===== config.mk =====
export PLATFORM = sky130hd
export DESIGN_NAME = wb_stage
export DESIGN_NICKNAME = d
export VERILOG_FILES = /design/src/rtl/cpu_pkg.sv /design/src/rtl/wb_lq.sv /design/src/rtl/wb_stage.sv
export SDC_FILE = /design/constraint.sdc
export NUM_CORES = 1
export LEC_CHECK = 0
export CAP_MARGIN = 25
export CORE_MARGIN = 2
export CORE_UTILIZATION = 49
export CTS_BUF_LIST = sky130_fd_sc_hd__clkbuf_8
export CTS_CLUSTER_SIZE = 10
export DETAILED_ROUTE_END_ITERATION = 12
export PLACE_DENSITY = 0.79
export SLEW_MARGIN = 5
export SYNTH_ARGS = -nofsm -noshare
export SYNTH_HDL_FRONTEND = slang
export SYNTH_HIERARCHICAL = 1
export SYNTH_SLANG_ARGS = --single-unit

===== constraint.sdc =====
create_clock -name clk -period 6.84 [get_ports clk]
set_input_delay 2.052 -clock clk [delete_from_list [all_inputs] [get_ports clk]]
set_output_delay 2.052 -clock clk [all_outputs]
set_load 0.03 [all_outputs]

===== src/rtl/cpu_pkg.sv =====
// Shared writeback definitions: default register geometry and the load-return
// queue entry layout used by wb_stage and its queue.
package cpu_pkg;

    localparam int CPU_DATA_W = 16;
    localparam int CPU_ADDR_W = 3;

    // valid=0 marks a squashed (or empty) slot; occupancy is tracked by the count.
    typedef struct packed {
        logic                  valid;
        logic [CPU_ADDR_W-1:0] rd;
        logic [CPU_DATA_W-1:0] data;
    } lq_entry_t;

    function automatic int ptr_w(input int depth);
        return (depth > 1) ? $clog2(depth) : 1;
    endfunction

endpackage


===== src/rtl/wb_lq.sv =====
// Load-return FIFO for the writeback stage. Entries whose destination matches
// the squash address are invalidated in place and still pop in order.
module wb_lq
    import cpu_pkg::*;
#(
    parameter int DATA_W   = CPU_DATA_W,
    parameter int ADDR_W   = CPU_ADDR_W,
    parameter int LQ_DEPTH = 2
) (
    input  logic                            clk,
    input  logic                            rst_n,
    input  logic                            push_en,
    input  logic [ADDR_W-1:0]               push_rd,
    input  logic [DATA_W-1:0]               push_data,
    input  logic                            pop_en,
    input  logic                            squash_en,
    input  logic [ADDR_W-1:0]               squash_rd,
    output lq_entry_t                       head,
    output logic [$clog2(LQ_DEPTH+1)-1:0]   count
);

    localparam int PTR_W = ptr_w(LQ_DEPTH);
    localparam int CNT_W = $clog2(LQ_DEPTH + 1);

    lq_entry_t          mem_q [LQ_DEPTH];
    lq_entry_t          mem_d [LQ_DEPTH];
    logic [PTR_W-1:0]   wr_ptr_q, wr_ptr_d;
    logic [PTR_W-1:0]   rd_ptr_q, rd_ptr_d;
    logic [CNT_W-1:0]   count_q, count_d;

    function automatic logic [PTR_W-1:0] ptr_inc(input logic [PTR_W-1:0] p);
        return (p == PTR_W'(LQ_DEPTH - 1)) ? '0 : p + 1'b1;
    endfunction

    always_comb begin
        mem_d    = mem_q;
        wr_ptr_d = wr_ptr_q;
        rd_ptr_d = rd_ptr_q;

        if (squash_en) begin
            for (int i = 0; i < LQ_DEPTH; i++) begin
                if (mem_q[i].valid && (mem_q[i].rd == squash_rd)) begin
                    mem_d[i].valid = 1'b0;
                end
            end
        end

        if (pop_en) begin
            mem_d[rd_ptr_q].valid = 1'b0;
            rd_ptr_d              = ptr_inc(rd_ptr_q);
        end

        // Push is applied last so a same-cycle arrival is never squashed.
        if (push_en) begin
            mem_d[wr_ptr_q] = '{valid: 1'b1, rd: push_rd, data: push_data};
            wr_ptr_d        = ptr_inc(wr_ptr_q);
        end

        count_d = count_q + CNT_W'(push_en) - CNT_W'(pop_en);
    end

    always_ff @(posedge clk) begin
        if (!rst_n) begin
            wr_ptr_q <= '0;
            rd_ptr_q <= '0;
            count_q  <= '0;
            for (int i = 0; i < LQ_DEPTH; i++) begin
                mem_q[i].valid <= 1'b0;
            end
        end else begin
            wr_ptr_q <= wr_ptr_d;
            rd_ptr_q <= rd_ptr_d;
            count_q  <= count_d;
            mem_q    <= mem_d;
        end
    end

    assign head  = mem_q[rd_ptr_q];
    assign count = count_q;

endmodule


===== src/rtl/wb_stage.sv =====
// Writeback arbiter: merges ALU results and queued load returns into a single
// registered register-file write port, with starvation preemption for loads.
module wb_stage
    import cpu_pkg::*;
#(
    parameter int DATA_W     = CPU_DATA_W,
    parameter int ADDR_W     = CPU_ADDR_W,
    parameter int LQ_DEPTH   = 2,
    parameter int STARVE_LIM = 3
) (
    input  logic                            clk,
    input  logic                            rst_n,
    input  logic                            alu_valid,
    output logic                            alu_ready,
    input  logic [ADDR_W-1:0]               alu_rd,
    input  logic [DATA_W-1:0]               alu_data,
    input  logic                            ld_valid,
    output logic                            ld_ready,
    input  logic [ADDR_W-1:0]               ld_rd,
    input  logic [DATA_W-1:0]               ld_data,
    output logic                            rf_we,
    output logic [ADDR_W-1:0]               rf_ws,
    output logic [DATA_W-1:0]               rf_wd,
    output logic [$clog2(LQ_DEPTH+1)-1:0]   lq_count
);

    localparam int CNT_W = $clog2(LQ_DEPTH + 1);
    localparam int SC_W  = (STARVE_LIM > 0) ? $clog2(STARVE_LIM + 1) : 1;

    logic [SC_W-1:0]   sc_q, sc_d;
    logic              rf_we_q, rf_we_d;
    logic [ADDR_W-1:0] rf_ws_q, rf_ws_d;
    logic [DATA_W-1:0] rf_wd_q, rf_wd_d;

    logic      lq_empty, starve, alu_acc, ld_acc, bypass, lq_push, lq_pop;
    lq_entry_t lq_head;

    wb_lq #(
        .DATA_W   (DATA_W),
        .ADDR_W   (ADDR_W),
        .LQ_DEPTH (LQ_DEPTH)
    ) u_lq (
        .clk       (clk),
        .rst_n     (rst_n),
        .push_en   (lq_push),
        .push_rd   (ld_rd),
        .push_data (ld_data),
        .pop_en    (lq_pop),
        .squash_en (alu_acc),
        .squash_rd (alu_rd),
        .head      (lq_head),
        .count     (lq_count)
    );

    always_comb begin
        lq_empty  = (lq_count == '0);
        // A full starve counter implies a non-empty queue; the guard keeps
        // STARVE_LIM=0 from popping an empty queue.
        starve    = !lq_empty && (sc_q == SC_W'(STARVE_LIM));
        alu_ready = !starve;
        ld_ready  = (lq_count < CNT_W'(LQ_DEPTH));
        alu_acc   = alu_valid && alu_ready;
        ld_acc    = ld_valid && ld_ready;

        bypass  = 1'b0;
        lq_pop  = 1'b0;
        rf_we_d = 1'b0;
        rf_ws_d = rf_ws_q;
        rf_wd_d = rf_wd_q;

        if (starve || (!alu_valid && !lq_empty)) begin
            lq_pop  = 1'b1;
            rf_we_d = lq_head.valid;
            if (lq_head.valid) begin
                rf_ws_d = lq_head.rd;
                rf_wd_d = lq_head.data;
            end
        end else if (alu_valid) begin
            rf_we_d = 1'b1;
            rf_ws_d = alu_rd;
            rf_wd_d = alu_data;
        end else if (ld_acc) begin
            // Empty queue and idle ALU: write the load straight through.
            bypass  = 1'b1;
            rf_we_d = 1'b1;
            rf_ws_d = ld_rd;
            rf_wd_d = ld_data;
        end

        lq_push = ld_acc && !bypass;

        if (lq_empty || lq_pop) begin
            sc_d = '0;
        end else if (sc_q != SC_W'(STARVE_LIM)) begin
            sc_d = sc_q + 1'b1;
        end else begin
            sc_d = sc_q;
        end
    end

    always_ff @(posedge clk) begin
        if (!rst_n) begin
            sc_q    <= '0;
            rf_we_q <= 1'b0;
            rf_ws_q <= '0;
            rf_wd_q <= '0;
        end else begin
            sc_q    <= sc_d;
            rf_we_q <= rf_we_d;
            rf_ws_q <= rf_ws_d;
            rf_wd_q <= rf_wd_d;
        end
    end

    assign rf_we = rf_we_q;
    assign rf_ws = rf_ws_q;
    assign rf_wd = rf_wd_q;

endmodule


==> results of run 1 <==
## registers in the layout (all words and copies together) (netlist names)
| signal | flops |
|---|---|
| u_lq/count | 2 |
| sc_q | 2 |
| u_lq/wr_ptr_q | 1 |
| u_lq/rd_ptr_q | 1 |
| rf_wd | 16 |
| rf_ws | 3 |
| u_lq/mem_q | 40 |
| rf_we | 1 |
## cells in the final DEF (no fill, tap or decap), drive strengths merged, types with 2 or more instances in the layout
master	instances
and2	23
nor2b	3
a41o	2
and3	20
clkdlybuf4s50	65
inv	8
mux2	39
nand2b	2
o21a	2
xnor2	8
o21ai	20
clkinv	2
clkbuf	10
dfxtp	28
mux2i	19
buf	7
ha	3
o211ai	19
nor2	5
edfxtp	38
nand4	2
## per-stage QoR
step	hold WS [ns]	power, W	std cells	util [%]	setup slack, ns
floorplan	0.399	0.000815	265	-	3.24
global placement	0.407	0.000942	394	60.0	2.00
detailed placement	0.419	0.000960	397	60.6	1.94
CTS	0.430	0.00128	413	63.5	2.30
global route	0.442	0.00134	414	63.7	2.10
finish	0.424	0.00127	414	63.7	2.25
## layout make-up
class / instances / area (µm²) / area share [%]
Clock buffer: 10 / 138 / 3.23
Clock inverter: 6 / 51.3 / 1.21
Inverter: 5 / 18.8 / 0.441
Multi-Input combinational cell: 175 / 1510 / 35.5
Sequential cell: 66 / 1700 / 40.0
Tap cell: 80 / 100 / 2.35
Timing Repair Buffer: 72 / 733 / 17.2
## layer usage
metal / wire [µm] / share of wire (%) / GRT usage [%]
met5: 0 / 0 / 0
met2: 3800 / 51 / 33.8
met3: 276 / 3.7 / 4.76
met4: 155 / 2.1 / 10.2
met1: 3190 / 43 / 26.3
## power by group
part	leakage, nW	internal, W	switching (W)
registers	0.589	0.000483	0.0000402
logic	0.908	0.000204	0.000229
clock network	0.110	0.000173	0.000145
## worst max-delay path, delay by kind of cell
| kind | cells | cell delay, ns |
|---|---|---|
| AND/OR/NAND/NOR | 2 | 1.12 |
| buffers and inverters | 2 | 0.78 |
| AO/OA/AOI/OAI | 1 | 0.62 |
## worst paths after layout
path / from / end / slack [ns]
worst min register to register: sc_q[0] / sc_q[0] / 0.42
worst max-delay path: alu_valid / u_lq/mem_q[27] / 2.25
worst max register to register: u_lq/count[1] / u_lq/mem_q[27] / 4.35
worst min-delay path: sc_q[0] / sc_q[0] / 0.42
## kinds of logic (layout without fill, tap and decap cells)
logic type | Yosys count | after routing | share of synthesized area (%)
flops | 66 | 66 | 51.0
xor+xnor | 8 | 8 | 2.10
fa+ha+maj | 3 | 3 | 1.12
buf+inv | 24 | 93 | 3.82
compound gates | 47 | 47 | 12.3
simple gates | 59 | 59 | 10.8
mux | 58 | 58 | 18.8
==> flow_metrics.env, run 1 <==
export IMPL_cts_root_buf="clkbuf_8"
export IMPL_cts_hold_buf=0
export IMPL_slew_headroom_pct=35.8
export IMPL_crit_fanout=24
export IMPL_hold_violations=0
export IMPL_die_h_um=86.6
export IMPL_syn_nets=310
export IMPL_critPathKind="primary input to flip-flop"
export IMPL_status="complete, no violations"
export IMPL_final_max_slew_viol_count=0
export IMPL_worstRegToRegCells=4
export IMPL_clock_latency_ns=0.35
export IMPL_fillCellCount=533
export IMPL_wl_per_cell_um=17.9
export IMPL_critPathCaptureType="flip-flop"
export IMPL_ys_seq_elements=66
export IMPL_num_vias=2324
export IMPL_synth_edff_count=38
export IMPL_async_flop_share_pct=0
export IMPL_path_cells="clkdlybuf4s50_1 > buf_4 > o211a_1 > nor2b_2 > and2_4"
export IMPL_max_stage_delay_ns=0.68
export IMPL_diodes=0
export IMPL_fin_crit_sh_pct=67.1
export IMPL_finalInstanceArea_mm2=0.00426
export IMPL_cts_buffers=9
export IMPL_placed_area_mm2=0.00405
export IMPL_start_kind="primary input"
export IMPL_synth_area_mm2=0.00334
export IMPL_synth_top_area_cell="edfxtp_1"
export IMPL_cap_violations=0
export IMPL_first_pass_iters=4
export IMPL_hold_depth=1
export IMPL_fmax_mhz=218
export IMPL_tightestPinTransition_ns=0.962
export IMPL_yosysMostFrequentCell="mux2_2"
export IMPL_crit_required_ns=6.86
export IMPL_dieArea_mm2=0.00749
export IMPL_drt_iter0_markers=155
export IMPL_drive_gt1_share_pct=25.7
export IMPL_drc_errors=0
export IMPL_via_per_inst=5.61
export IMPL_cts_tree="built"
export IMPL_syn_avg_cell_area_um2=12.6
export IMPL_syn_to_final_growth_pct=27.4
export IMPL_htreeDepth=3
export IMPL_synth_area_leaders="edfxtp_1 (34%), dfxtp_1 (17%), mux2_2 (13%)"
export IMPL_nets=374
export IMPL_cts_resized=0
export IMPL_path_clk_slew_ns=0.07
export IMPL_grt_setup_unrepaired="false"
export IMPL_grt_max_degree=30
export IMPL_setup_violations=0
export IMPL_grt_overflow_total=0
export IMPL_hold_path_class="flip-flop to flip-flop"
export IMPL_yosysSeqAreaShare_pct=51.0
export IMPL_clock_sinks=66
export IMPL_power_leakage_nw=1.61
export IMPL_place_port_buffers=65
export IMPL_antenna_found_initial=0
export IMPL_finClkSkew_ns=0.0133
export IMPL_wl_mm=7.42
export IMPL_synth_top_cell_area_share_pct=34.2
export IMPL_cp_slowest_cell="nor2b_2"
export IMPL_grt_pass1_vias=2409
export IMPL_final_setup_tns_ns=0
export IMPL_arrival_ns=4.60
export IMPL_clk_path_buf_depth=2
export IMPL_hpwl_mm=4.86
export IMPL_rows=30
export IMPL_ys_flop_type="edfxtp_1"
export IMPL_postCtsSetupRepairBufs=0
export IMPL_ir_drop_uv=171
export IMPL_synth_cell_type_count=35
export IMPL_io_pins=66
export IMPL_die_width_um=86.6
export IMPL_initial_core_util_pct=50.0
export IMPL_power_density_mw_per_mm2=300
export IMPL_antenna_left=0
export IMPL_syn_inst=265
export IMPL_gr_usage_all_layers_pct=20.8
export IMPL_yosysWarningCount=6
export IMPL_gp_congestion=0.766
export IMPL_synth_commonest_cells="mux2_2 (39), edfxtp_1 (38), dfxtp_1 (28)"
export IMPL_min_period_ns=4.59
export IMPL_core_area_mm2=0.00668
export IMPL_grt_pass1_wl_mm=11.8
Power figures use the tool's default switching activity.
==> inputs of run 2 (changes only) <==
--- a/config.mk
+++ b/config.mk
@@ -7,11 +7,11 @@
 export LEC_CHECK = 0
 export CAP_MARGIN = 25
 export CORE_MARGIN = 2
-export CORE_UTILIZATION = 49
+export CORE_UTILIZATION = 48
 export CTS_BUF_LIST = sky130_fd_sc_hd__clkbuf_8
 export CTS_CLUSTER_SIZE = 10
 export DETAILED_ROUTE_END_ITERATION = 12
-export PLACE_DENSITY = 0.79
+export PLACE_DENSITY = 0.81
 export SLEW_MARGIN = 5
 export SYNTH_ARGS = -nofsm -noshare
 export SYNTH_HDL_FRONTEND = slang
==> constraint.sdc (replaced) <==
create_clock -name clk -period 4 [get_ports clk]
set_input_delay 1.2 -clock clk [delete_from_list [all_inputs] [get_ports clk]]
set_output_delay 1.2 -clock clk [all_outputs]
set_load 0.03 [all_outputs]
==> run 2 against run 1 <==
Compared with the run above:
- final area is 0.35% lower
- sequential share of layout area is 0.14 points higher
- combinational power is 70% higher
- routed wire length is 2.6% lower
- utilization is 0.93 points lower
- worst setup slack worse by 1.3 ns
==> flow_metrics.env, run 2 (same netlist as run 1, synthesis figures left out) <==
export IMPL_drc_errors=0
export IMPL_via_per_inst=5.51
export IMPL_cts_tree="built"
export IMPL_clk_path_buf_depth=2
export IMPL_diodes=0
export IMPL_power_w=0.00211
export IMPL_grt_pass1_wl_mm=11.3
export IMPL_grt_max_degree=29
export IMPL_regArea_mm2=0.00170
export IMPL_drt_iter0_markers=108
export IMPL_ir_drop_uv=215
export IMPL_pwr_share_seq_pct=42.4
export IMPL_status="complete, no violations"
export IMPL_grt_overflow_total=0
export IMPL_clock_latency_ns=0.34
export IMPL_layout_common_cells="clkdlybuf4s50_1 (65), mux2_2 (39), edfxtp_1 (38)"
export IMPL_postCtsSetupRepairBufs=0
export IMPL_start_kind="flip-flop"
export IMPL_min_period_ns=3.04
export IMPL_final_common_cell="clkdlybuf4s50_1"
export IMPL_wl_mm=7.22
export IMPL_grt_setup_unrepaired="false"
export IMPL_drive_gt1_share_pct=26.0
export IMPL_first_pass_iters=4
export IMPL_antenna_left=0
export IMPL_initial_core_util_pct=49.4
export IMPL_worstSetupStartpoint="sc_q[0]"
export IMPL_placed_area_mm2=0.00406
export IMPL_hold_violations=0
export IMPL_final_max_slew_viol_count=0
export IMPL_wl_per_cell_um=17.3
export IMPL_die_width_um=87.4
export IMPL_power_leakage_nw=1.62
export IMPL_htreeDepth=3
export IMPL_crit_required_ns=2.80
export IMPL_tightestPinTransition_ns=0.649
export IMPL_crit_fanout=4
export IMPL_cts_hold_buf=0
export IMPL_regMostFlops="u_lq/mem_q"
export IMPL_hpwl_mm=4.73
export IMPL_whs_ns=0.422
export IMPL_clock_sinks=66
export IMPL_gr_usage_all_layers_pct=19.9
export IMPL_combPwrFrac_pct=34.9
export IMPL_rows=30
export IMPL_hp_start="sc_q[0]"
export IMPL_p_int_w=0.00142
export IMPL_cts_root_buf="clkbuf_8"
export IMPL_die_h_um=87.4
export IMPL_place_port_buffers=65
export IMPL_finClkSkew_ns=0.00582
export IMPL_fin_crit_sh_pct=75.9
export IMPL_cts_resized=0
export IMPL_hold_path_class="flip-flop to flip-flop"
export IMPL_swShare_pct=32.8
export IMPL_dieArea_mm2=0.00764
export IMPL_path_clk_slew_ns=0.06
export IMPL_final_setup_tns_ns=0
export IMPL_cap_violations=0
export IMPL_largest_reg_flops=40
export IMPL_core_area_mm2=0.00676
export IMPL_critPathKind="flip-flop to output port"
export IMPL_fmax_mhz=329
export IMPL_cts_buffers=9
export IMPL_arrival_ns=1.84
export IMPL_syn_to_final_growth_pct=27.0
export IMPL_nets=378
export IMPL_setup_violations=0
export IMPL_io_pins=66
export IMPL_slew_headroom_pct=56.7
export IMPL_finalInstanceArea_mm2=0.00424
export IMPL_antenna_found_initial=0
export IMPL_critPathCaptureType="output port"
export IMPL_worstReg2RegStart="u_lq/rd_ptr_q"
export IMPL_num_vias=2303
export IMPL_grt_pass1_vias=2327
export IMPL_gp_congestion=0.774
export IMPL_clkPwrFrac_pct=22.8
export IMPL_power_density_mw_per_mm2=498
export IMPL_fillCellCount=554
export IMPL_multiInputGateArea_mm2=0.00151
export IMPL_p_switching_w=0.000691
run 2: stage by stage:
step,instances,setup slack (ns),util (%)
floorplan,265,1.26,-
global placement,401,0.907,60.1
detailed placement,401,0.867,60.1
CTS,417,0.970,62.6
global route,418,0.888,62.8
finish,418,0.963,62.8
run 2: final timing paths:
check,to,cells after the start,slack (ns)
min reg2reg,sc_q[0],1,0.42
max,alu_ready,3,0.96
min,sc_q[0],1,0.42
max reg2reg,rf_wd[4],6,1.95
run 2: worst max-delay path, cell delays in order (launching register included):
cell	delay, ns
dfxtp_1	0.31
ha_1	0.20
o21ai_1	0.23
clkdlybuf4s50_1	0.75
run 2: area by class of cell:
class	count	share of cell area (%)
inverters	5	0.443
clock inverters	5	0.443
repair buffers	76	17.4
well taps	80	2.36
clock buffers	11	3.57
flip-flops and latches	66	40.1
multi-input cells	175	35.7
run 2: power groups by stage:
stage,combinational [W],sequential (W),clock [W]
2_1_floorplan,0.000386,0.00101,0
3_3_place_gp,0.000724,0.000906,0
3_5_place_dp,0.000739,0.000909,0
4_1_cts,0.000743,0.000895,0.000491
5_1_grt,0.000786,0.000909,0.000520
6_report,0.000736,0.000894,0.000480
run 2: layer usage:
metal	GRT usage (%)	up-vias	part of all wire (%)	wire (µm)
li1	-	1118	-	-
met1	24.7	1116	45	3220
met2	33.0	58	49	3540
met3	3.79	11	4.5	323
met4	9.93	0	1.9	140
met5	0	-	0	0
==> variant 1, RTL diff (settings of run 1) <==
`LQ_DEPTH` is set to 2 in 2 places; all go to 4.
--- a/src/rtl/wb_lq.sv
+++ b/src/rtl/wb_lq.sv
@@ -7,3 +7,3 @@
     parameter int ADDR_W   = CPU_ADDR_W,
-    parameter int LQ_DEPTH = 2
+    parameter int LQ_DEPTH = 4
 ) (
--- a/src/rtl/wb_stage.sv
+++ b/src/rtl/wb_stage.sv
@@ -7,3 +7,3 @@
     parameter int ADDR_W     = CPU_ADDR_W,
-    parameter int LQ_DEPTH   = 2,
+    parameter int LQ_DEPTH   = 4,
     parameter int STARVE_LIM = 3
Interface: changed (resized lq_count); port bits go from 66 to 67. The function was not compared with the original's and may differ.
==> variant 1 against run 1 <==
Cell area increased by 48%; count of clock-buffer cells in the layout is 1 lower; cell count up 39%; via count grew 43%; core utilization down 4.6 points; area after synthesis increased by 59%; power up 53%; die area grew 56%; worst setup slack better by 170 ps; sequential cell count rose by 43; combinational power rose by 65%; wire length is 51% higher; clock skew barely moved; first-iteration DRC count rose by 83%.
==> variant 1: results (changes against run 1) <==
Pwr
  • Worst vdd ir: 0.139 mV (-19%)
  • Leakage power: 2.41 nW (+50%)
  • Sw Ratio: 34.5% (+2.0 points)

Finish
  • Finished Layout Cells: 576 (+39%)
  • Largest register FFs: 80 (+100%)
  • Final nets: 485 (+30%)
  • Largest Register: u_lq/mem_q
  • Share of cells above drive strength 1: 17.2% (-8.5 points)
  • Ant diodes: 0 (unchanged)
  • Filler instances: 855 (+60%)

CTS
  • CTS Root Cell: clkbuf_8
  • CTS resizes: 0 (unchanged)
  • Clk_lat worst skew: 380 ps (+30 ps)
  • Clk slew on worst S/H paths: 90 ps (+20 ps)
  • H-Tree Depth: 3 (unchanged)
  • Num CTS Buffers: 9 (unchanged)
  • Postcts setup bufs: 0 (unchanged)
  • Clock buffer depth: 2 (unchanged)

Global route
  • Largest net degree at the start of global routing: 77 (+160%)
  • Initial antenna violation count: 0 (unchanged)
  • First-pass GRT wire length: 17400 um (+48%)
  • GRT Overall Usage: 19.9% (-0.90 points)

Placed design
  • Detailed placement HPWL: 6880 um (+42%)
  • Dpl ws: 2020 ps (+77.9 ps)
  • GPL Wtd Cong: 0.793 (+3.5%)
  • Area after DPL: 6080 sq um (+50%)
  • Placed cell count: 557 (+40%)
  • Count of input and output buffers: 66 (+1.5%)

Setup path
  • Crit-path slowest cell: clkdlybuf4s50_1
  • Critical Path AT: 4680 ps (+80 ps)
  • CP peak stage delay: 450 ps (-230 ps)
  • Cell family with most CP delay: buffers and inverters
  • Worst-path fanout max: 26 (+8.3%)

Synth
  • Ranking of synthesized cells by area: edfxtp_1, dfxtp_1, and3_1
  • Commonest cells in the synthesized netlist: and3_1, edfxtp_1, dfxtp_1, mux2i_1, mux2_2
  • Top_reg_cell synth: edfxtp_1
  • Post-synth ARST share: 0% (unchanged)
  • Netlist cell types: 34 (-2.9%)
  • Post-synthesis sequential area ratio: 55.3% (+4.3 points)
  • Post-synth EDFFs: 76 (+100%)
  • Synth warn: 6 (unchanged)
  • Syn Nets: 431 (+39%)
  • Syn Area/Cell: 14.1 sq um (+12%)

Run status
  • Status: finished, final reports clean

Route
  • First-pass DRT Iterations: 5 (+1)
  • Mean routed wirelength per cell: 19.4 um (+8.2%)
  • Vias after detailed routing: 3334 (+43%)
  • Starting DRT DRC Count: 283 (+83%)

Timing
  • Clk_skew: 13.0 ps (-0.316 ps)
  • Slew HR: 30.0% (-5.9 points)

Worst hold path
  • Worst min-delay path category: reg2reg
==> variant 1: power groups by stage <==
stage	combinational (mW)	sequential (mW)	clock, mW
floorplan	0.420	0.925	0
global placement	0.689	0.847	0
detailed placement	0.711	0.850	0
CTS	0.715	0.836	0.403
global route	0.772	0.844	0.429
finish	0.714	0.835	0.397
==> variant 1: cell type report <==
type                            count  share of cell area, %
Clock buffer                        9                   1.96
Clock inverter                      7                   1.17
Inverter                           13                  0.772
Multi-Input combinational cell    222                   34.4
Sequential cell                   109                   46.6
Tap cell                          140                   2.77
Timing Repair Buffer               76                   12.3
==> variant 1: metal layers <==
layer / global-route usage [%] / wire length, um
met3: 2.53 / 566
met4: 8.24 / 164
met5: 0 / 0
met1: 26.7 / 4920
met2: 33.0 / 5520
==> variant 1: cell families after synthesis <==
family                     count (synthesis)  share of synthesized area, %
DFF                                      109                          55.3
and+or+nand+nor                          106                          12.2
muxes                                     61                          17.0
buffers and inverters                     46                          4.18
AOI/OAI and AO/OA                         28                          5.94
xor gates and xnor gates                  15                          2.47
adders and majority gates                 12                          2.96
==> variant 1: per-stage QoR <==
step | hold WS, ps | utilization (%) | power [mW]
6_report | 424 | 59.1 | 1.95
5_1_grt | 466 | 59.1 | 2.05
4_1_cts | 430 | 58.6 | 1.96
3_5_place_dp | 413 | 56.8 | 1.56
3_3_place_gp | 407 | 56.5 | 1.54
2_1_floorplan | 398 | - | 1.35
==> variant 1: path summary, 6_finish.rpt <==
check	from	to	slack (ps)	depth (start not counted)
min reg2reg	sc_q[0]$_SDFFE_PP0P_	sc_q[0]$_SDFFE_PP0P_	420	1
max	alu_valid	u_lq/count[2]$_SDFF_PN0_	2430	11
min	sc_q[0]$_SDFFE_PP0P_	sc_q[0]$_SDFFE_PP0P_	420	1
max reg2reg	u_lq/count[1]$_SDFF_PN0_	u_lq/count[2]$_SDFF_PN0_	4410	9
==> variant 2, RTL diff (flow settings as in run 1) <==
Made on the original files. Put a register stage on the output `lq_count`, without a reset. The value now appears one clock later. The other outputs are not delayed to match.
--- a/src/rtl/wb_stage.sv
+++ b/src/rtl/wb_stage.sv
@@ -29,2 +29,4 @@
 
+    logic [$clog2(LQ_DEPTH+1)-1:0] lq_count_d;
+
     logic [SC_W-1:0]   sc_q, sc_d;
@@ -51,3 +53,3 @@
         .head      (lq_head),
-        .count     (lq_count)
+        .count     (lq_count_d)
     );
@@ -55,3 +57,3 @@
     always_comb begin
-        lq_empty  = (lq_count == '0);
+        lq_empty  = (lq_count_d == '0);
         // A full starve counter implies a non-empty queue; the guard keeps
@@ -60,3 +62,3 @@
         alu_ready = !starve;
-        ld_ready  = (lq_count < CNT_W'(LQ_DEPTH));
+        ld_ready  = (lq_count_d < CNT_W'(LQ_DEPTH));
         alu_acc   = alu_valid && alu_ready;
@@ -118,2 +120,6 @@
 
+    always_ff @(posedge clk) begin
+        lq_count <= lq_count_d;
+    end
+
 endmodule
Behaviour: not the same (Yosys sat finds a counterexample within 4 cycles, from zero or initial values and one cycle with rst_n low).
==> variant 2 against run 1 <==
Sequential cell count grew 2; wire length shrank 4.5%; clock skew shrank 1.7 ps; largest cell class unchanged; worst setup slack gained 70 ps; non-clock buffer count is the same; via count shrank 1.2%; power grew 2.3%; area after synthesis grew 1.2%; cell area grew 0.94%.
==> variant 2: results (changes against run 1) <==
Finish
  • Largest Register: u_lq/mem_q
  • Share of cells above drive strength 1: 25.9% (+0.14 points)
  • Final nets: 376 (+0.53%)
  • Largest register FFs: 40 (unchanged)
  • Ant diodes: 0 (unchanged)
  • Finished Layout Cells: 416 (+0.48%)

Synth
  • Ranking of synthesized cells by area: edfxtp_1, dfxtp_1, mux2_2
  • Netlist cell types: 35 (unchanged)
  • Post-synthesis sequential area ratio: 51.5% (+0.58 points)
  • Syn Nets: 312 (+0.65%)
  • Post-synth EDFFs: 38 (unchanged)
  • Post-synth ARST share: 0% (unchanged)
  • Commonest cells in the synthesized netlist: mux2_2, edfxtp_1, dfxtp_1, and2_1, and3_1
  • Synth warn: 6 (unchanged)
  • Post-Synthesis Cells: 267 (+0.75%)

Global route
  • First-pass GRT wire length: 11400 um (-2.6%)
  • Initial antenna violation count: 0 (unchanged)
  • Largest net degree at the start of global routing: 25 (-17%)
  • GRT Overall Usage: 19.8% (-0.99 points)

Placed design
  • Dpl ws: 1960 ps (+17.7 ps)
  • GPL Wtd Cong: 0.753 (-1.7%)
  • Count of input and output buffers: 65 (unchanged)
  • Area after DPL: 4060 sq um (+0.25%)
  • Detailed placement HPWL: 4650 um (-4.4%)

CTS
  • Clk_lat worst skew: between 300 and 400 ps
  • H-Tree Depth: 3 (unchanged)
  • CTS resizes: 0 (unchanged)
  • Clk slew on worst S/H paths: 70 ps (about the same)
  • CTS Root Cell: clkbuf_8
  • Num CTS Buffers: 9 (unchanged)

Run status
  • Status: finished, final reports clean

Worst hold path
  • Worst min-delay path category: reg2reg

Route
  • Detail Route Antenna Nets: 0 (unchanged)
  • Starting DRT DRC Count: 134 (-14%)
  • First-pass DRT Iterations: 4 (unchanged)
  • Vias after detailed routing: 2296 (-1.2%)
  • Mean routed wirelength per cell: 17.0 um (-5.0%)

Pwr
  • Leakage power: 1.61 nW (+0.39%)
  • P_sw: 0.421 mW (+1.6%)
  • Worst vdd ir: 0.153 mV (-11%)

Setup path
  • Critical Path AT: 4530 ps (-70 ps)
  • Crit-path slowest cell: nor2b_2
  • Critical path class: in2reg
  • CP peak stage delay: 660 ps (-20 ps)

Timing
  • Measured slew at the worst slew-check pin: 966 ps (+4.12 ps)
  • Clk_skew: 11.6 ps (-1.68 ps)
## variant 2: cell types whose count changed after synthesis, sizes merged
| cell | before | now |
|---|---|---|
| buf | 13 | 14 |
| clkbuf | 6 | 5 |
| dfxtp | 28 | 30 |
## variant 2: cells by family (layout without fill, tap and decap cells)
family	count (synthesis)	count (layout)	share of synthesized area, %
AOI/OAI and AO/OA	47	47	12.2
xor gates and xnor gates	8	8	2.07
adders and majority gates	3	3	1.11
buffers and inverters	24	93	3.78
DFF	68	68	51.5
muxes	58	58	18.6
and+or+nand+nor	59	59	10.7
## variant 2: path summary, 6_finish.rpt
path	start	to	slack [ps]	depth (start not counted)
worst max-delay path	alu_valid	u_lq/mem_q[24]$_DFFE_PP_	2320	5
worst max register to register	u_lq/count[1]$_SDFF_PN0_	u_lq/mem_q[24]$_DFFE_PP_	4410	4
worst min register to register	u_lq/count[0]$_SDFF_PN0_	lq_count[0]$_DFF_P_	420	0
worst min-delay path	u_lq/count[0]$_SDFF_PN0_	lq_count[0]$_DFF_P_	420	0
## variant 2: final cells by class
cell class,instances,area (sq um)
Fill cell,536,2420
Multi-Input combinational cell,175,1510
Clock buffer,10,138
Inverter,5,18.8
Clock inverter,6,55.1
Sequential cell,68,1740
Timing Repair Buffer,72,729
Tap cell,80,100
## variant 2: power by group through the flow
stage / clock network, mW / logic (mW) / registers (mW)
2_1_floorplan: 0 / 0.226 / 0.614
3_3_place_gp: 0 / 0.408 / 0.564
3_5_place_dp: 0 / 0.418 / 0.565
4_1_cts: 0.327 / 0.420 / 0.557
5_1_grt: 0.344 / 0.473 / 0.550
6_report: 0.320 / 0.441 / 0.543
## variant 2: critical path: cells and delay by family
family / cells / cell delay (ps)
and+or+nand+nor: 2 / 1100
buffers and inverters: 2 / 760
AOI/OAI and AO/OA: 1 / 590
## variant 2: per-layer routing
metal,GRT usage [%],vias to the layer above,share of wire (%)
li1,-,1118,-
met2,32.1,67,49
met1,26.2,1103,45
met4,5.82,0,1.2
met3,5.21,8,4.8
met5,0,-,0
